==> config.mk <==
export PLATFORM = sky130hd
export DESIGN_NAME = alu_accum_sequencer
export DESIGN_NICKNAME = d
export VERILOG_FILES = /design/src/rtl/alu_accum_sequencer.sv
export SDC_FILE = /design/constraint.sdc
export NUM_CORES = 1
export LEC_CHECK = 0
export CORE_MARGIN = 2
export CORE_UTILIZATION = 37
export DETAILED_ROUTE_END_ITERATION = 6
export GPL_TIMING_DRIVEN = 0
export PLACE_DENSITY_LB_ADDON = 0.3
export SYNTH_ARGS = -nofsm -noshare
export SYNTH_HDL_FRONTEND = slang
export SYNTH_SLANG_ARGS = --single-unit
==> constraint.sdc <==
create_clock -name clk -period 1.6 [get_ports clk]
set_clock_uncertainty 0.05 [all_clocks]
set_input_delay 0.4 -clock clk [delete_from_list [all_inputs] [get_ports clk]]
set_output_delay 0.4 -clock clk [all_outputs]
set_load 0.005 [all_outputs]
==> src/rtl/alu_accum_sequencer.sv <==
// alu_accum_sequencer
// Drives an external combinational ALU from an 8-bit accumulator and a carry flag.
// Each request either loads the accumulator or runs one ALU operation on it.
// The updated accumulator is then returned as a response.
//
// Handshakes (valid/ready on both sides):
//   A transfer happens on a rising clk edge where valid && ready are both high.
//   The producer holds valid and its payload until that edge.
//   req_ready is high only in IDLE. rsp_valid is high only in RESP.
//   rsp_* stay constant from the moment rsp_valid rises until the transfer edge.
//   Requests offered in ISSUE or RESP are ignored; nothing is queued.
module alu_accum_sequencer (
    input  logic       clk,
    input  logic       rst,
    input  logic       req_valid,
    output logic       req_ready,
    input  logic       req_load,
    input  logic [3:0] req_op,
    input  logic [7:0] req_data,
    output logic [7:0] alu_a,
    output logic [7:0] alu_b,
    output logic       alu_c_in,
    output logic [3:0] alu_sel_code,
    input  logic [7:0] alu_result,
    input  logic       alu_c_out,
    output logic       rsp_valid,
    input  logic       rsp_ready,
    output logic [7:0] rsp_data,
    output logic       rsp_carry,
    output logic       rsp_zero,
    output logic [1:0] dbg_state_o
);

    typedef enum logic [1:0] {
        ST_IDLE  = 2'd0,
        ST_ISSUE = 2'd1,
        ST_RESP  = 2'd2
    } state_e;

    state_e     state_q, state_d;
    logic [7:0] acc_q, acc_d;
    logic       carry_q, carry_d;
    logic [7:0] alu_a_q, alu_a_d;
    logic [7:0] alu_b_q, alu_b_d;
    logic       alu_cin_q, alu_cin_d;
    logic [3:0] alu_sel_q, alu_sel_d;

    // State register; reset abandons any transaction in flight.
    always_ff @(posedge clk or posedge rst) begin
        if (rst) begin
            state_q <= ST_IDLE;
        end else begin
            state_q <= state_d;
        end
    end

    // Accumulator, carry flag and registered ALU operand bundle.
    always_ff @(posedge clk or posedge rst) begin
        if (rst) begin
            acc_q     <= 8'd0;
            carry_q   <= 1'b0;
            alu_a_q   <= 8'd0;
            alu_b_q   <= 8'd0;
            alu_cin_q <= 1'b0;
            alu_sel_q <= 4'd0;
        end else begin
            acc_q     <= acc_d;
            carry_q   <= carry_d;
            alu_a_q   <= alu_a_d;
            alu_b_q   <= alu_b_d;
            alu_cin_q <= alu_cin_d;
            alu_sel_q <= alu_sel_d;
        end
    end

    // Next-state, datapath next values and handshake outputs.
    always_comb begin
        state_d   = state_q;
        acc_d     = acc_q;
        carry_d   = carry_q;
        alu_a_d   = alu_a_q;
        alu_b_d   = alu_b_q;
        alu_cin_d = alu_cin_q;
        alu_sel_d = alu_sel_q;
        // req_ready is masked during reset so that every output except
        // rsp_zero reads 0 while rst is held.
        req_ready = 1'b0;
        rsp_valid = 1'b0;

        case (state_q)
            ST_IDLE: begin
                req_ready = !rst;
                if (req_valid) begin
                    if (req_load) begin
                        // A load bypasses the ALU. The operand registers keep
                        // their old contents.
                        acc_d   = req_data;
                        carry_d = 1'b0;
                        state_d = ST_RESP;
                    end else begin
                        // Freeze the operands. They stay stable for the whole
                        // ISSUE cycle while the external ALU settles.
                        alu_a_d   = acc_q;
                        alu_b_d   = req_data;
                        alu_sel_d = req_op;
                        alu_cin_d = carry_q;
                        state_d   = ST_ISSUE;
                    end
                end
            end
            ST_ISSUE: begin
                // Carry comes only from the ALU. The 8-bit result wraps naturally.
                acc_d   = alu_result;
                carry_d = alu_c_out;
                state_d = ST_RESP;
            end
            ST_RESP: begin
                rsp_valid = 1'b1;
                if (rsp_ready) begin
                    state_d = ST_IDLE;
                end
            end
            default: begin
                state_d = ST_IDLE;
            end
        endcase
    end

    // Responses are read straight from the architectural registers. They are
    // constant for as long as RESP is held.
    assign rsp_data     = acc_q;
    assign rsp_carry    = carry_q;
    assign rsp_zero     = (acc_q == 8'd0);
    assign alu_a        = alu_a_q;
    assign alu_b        = alu_b_q;
    assign alu_c_in     = alu_cin_q;
    assign alu_sel_code = alu_sel_q;
    assign dbg_state_o  = state_q;

endmodule

==> metrics.md <==
| Metric | Value |
|---|---|
| MaxCap Viol Count | `0` |
| GRT Total Usage | `0.181` |
| Outcome | `finished, violations left` |
| CTS sink cnt | `32` |
| CP Cell Sequence | `or4_4 -> nor2_4 -> buf_2` |
| Rel. slew slack | `0.546` |
| Via count | `1135` |
| Met2 WL | `1930 um` |
| Starting Density | `0.383` |
| Final HPWL DP | `2430 um` |
| Placed insts | `203` |
| Clk_lat worst skew | `0.28 ns` |
| Total grt overflow | `0` |
| Reg clk slew, reported paths | `0.07 ns` |
| I/O Buffers | `60` |
| Reg-to-Reg End | `alu_b[4]` |
| Worst vdd ir | `0.771 mV` |
| CTS Buffer Depth | `2` |
| Cell taking the most area after synthesis | `dfrtp_1` |
| Fin crit share | `1.17` |
| Pwr per Cell Area | `1460 nW/um2` |
| M1 WL | `1630 um` |
| Worst R2R Start | `dbg_state_o[0]` |
| Pre-CTS setup slack | `-0.454 ns` |
| Seq/Total Area, Yosys | `0.570` |
| Slew @ Worst Pin | `0.679 ns` |
| RSZ-0062 raised after global routing | `yes` |
| CP Launch Point | `rsp_data[2]` |
| Total CTS buffers | `5` |
| Critical path required time | `1.15 ns` |
| Pin count of the biggest net entering global routing | `33` |
| CP Buf/Inv Count | `1` |
| Global-route wire length before repair | `5790 um` |
| Final min period | `1.87 ns` |
| Ratio of cells with drive above 1 in the final layout | `0.401` |
| # IOs | `61` |
| Top cell type's share of synthesized area | `0.570` |
| Mapped Cells | `95` |
| Syn_area_per_cell | `14.8 um2` |
| Count of cell types in the netlist | `20` |
| R2R depth | `5` |
| Hold Crit Endpoint | `alu_a[6]` |
| H-tree depth | `2` |
| Initial antenna violation count | `0` |
| Worst Slack Setup Final | `-0.274 ns` |
| CTS tree | `yes` |
| CP delay by family, top | `simple AND/OR/NAND/NOR gates` |
| Static Leakage | `1.19 nW` |
| Worst hold start | `alu_a[6]` |
| Drt first pass iters | `4` |
| Routed len/inst | `15.9 um` |
| Crit Path Category | `flop to output port` |
| Core ar. | `3660 um2` |
| DR iter-0 viols | `4` |
| Post-Route WL | `3810 um` |
| Residual DRC | `0` |
| Min-Delay Path Class | `flop to flop` |
| Number of hold buffers added after CTS | `0` |
| Mapped Nets | `121` |
| Fin. Hold Viols | `0` |
| Synth Cell Area | `1400 um2` |
| Flop2flop setup slack | `-0.11 ns` |
| Vias in the first global route | `1218` |
| Final cell count without fillers | `240` |
| Root Buffer | `clkbuf_8` |
| Post-DR vias/cell | `4.73` |
| Slowest library cell on the worst path | `or4_4` |
| Top Layer Used | `met4` |
| Die width | `65.6 um` |
| Final Wtd Congestion | `0.678` |
| Slowest cell delay on critical path | `0.54 ns` |
| Max frequency | `534 MHz` |
| Synthesis warning total | `0` |
| Crit path capture type | `output port` |
| Antenna Nets Post-Route | `0` |
| Metal3 WL | `218 um` |
| Rows | `22` |
| Startpoint Class | `flop` |
| N_diodes | `0` |
| Die Area | `4300 um2` |
| Final Setup Violations | `15` |
| Die height | `65.6 um` |
| Failing checks | `negative setup slack` |
| Slew Limit Fails | `0` |
| Arr. time, crit path | `1.42 ns` |
| # nets final | `218` |
| Area grow syn2layout | `73.7%` |
| Yosys reg bits | `32` |
| Crit path max fanout | `2` |
| Worst hold path depth | `1` |
| Most area-consuming cells after synthesis | `dfrtp_1 57%, mux2_4 20%, mux2i_1 5.7%` |
## cell usage in the layout, fill, tap and decap left out, types with 2 or more instances in the layout
master	synthesis	routed
clkbuf_8	0	8
mux2_4	19	21
mux2i_1	8	8
o21ai_1	5	5
clkbuf_2	0	3
buf_6	2	6
or4_4	0	2
clkdlybuf4s50_1	0	29
dfrtp_2	0	2
dlygate4sd2_1	0	19
o21ai_0	12	12
buf_4	1	25
buf_2	1	3
dfrtp_1	32	30
dlymetal6s2s_1	0	6
## cell usage after synthesis (all sizes together)
| cell | instances |
|---|---|
| o21ai | 17 |
| inv | 2 |
| a21oi | 1 |
| nor3 | 1 |
| a22o | 1 |
| nor2 | 1 |
| or4 | 2 |
| clkbuf | 1 |
| nor4b | 1 |
| mux2i | 8 |
| buf | 4 |
| or2 | 1 |
| nand2b | 1 |
| dfrtp | 32 |
| nor2b | 1 |
| mux2 | 21 |
## registers in the layout, indices dropped and copies added, names as in the netlist
register,count
alu_sel_code,4
alu_a,8
alu_c_in,1
alu_b,8
dbg_state_o,2
rsp_data,8
rsp_carry,1
## stage by stage
stage | util | setup TNS, ns | power [mW] | instance area (um2) | hold WS (ns)
after floorplan | - | 0 | 1.83 | 1400 | 0.455
after global placement | 0.564 | -21.23 | 2.60 | 2060 | 0.443
after detailed placement | 0.564 | -24.30 | 2.64 | 2060 | 0.442
after CTS | 0.624 | -0.584 | 3.37 | 2280 | 0.459
after global routing | 0.666 | -2.82 | 3.77 | 2440 | 0.481
final | 0.666 | -1.45 | 3.57 | 2440 | 0.461
## worst max-delay path by stage
stage                     to  slack (ns)  cells after the start
global placement    alu_b[7]       -0.41                      4
CTS                 rsp_zero       -0.27                      3
detailed placement  alu_b[6]       -0.45                      4
finish              rsp_zero       -0.27                      3
floorplan           alu_a[0]        0.08                      3
global route        rsp_zero       -0.32                      3
## where the power goes
part           total (mW)  switching (mW)  internal, mW
sequential           1.28           0.167          1.11
clock               0.678           0.295         0.383
combinational        1.61           0.518          1.09
## kinds of logic (layout without fill, tap and decap cells)
kind of cell | count (synthesis) | after routing | share of synthesized area
compound gates | 19 | 19 | 0.0731
buf+inv | 7 | 104 | 0.0330
mux | 29 | 29 | 0.276
flops | 32 | 32 | 0.570
simple gates | 8 | 8 | 0.0472
## metal layers
layer	global-route usage	up-vias
li1	-	532
met1	0.214	556
met2	0.319	44
met3	0.0445	3
met4	0.0625	0
met5	0	-
## layout make-up
type                       instances  area, um2
inverter                           2       11.3
clock buffer                       7       96.3
timing repair buffer              91        835
buffer                             4       41.3
tap                               48       60.1
fill                             291       1220
sequential                        32        803
multi-input combinational         56        592
## worst reg2reg max path, stage by stage (launching register included)
cell     delay (ns)
dfrtp_2        0.40
buf_6          0.13
nor4b_4        0.39
buf_4          0.20
buf_8          0.13
mux2_4         0.30
## timing repair
item,4_1_cts,5_1_grt
cloned,1,1
endpoints found under the setup margin,75,35
gates resized for setup,44,25
setup buffers,17,13
pin swaps,3,2
Power figures use the tool's default switching activity.
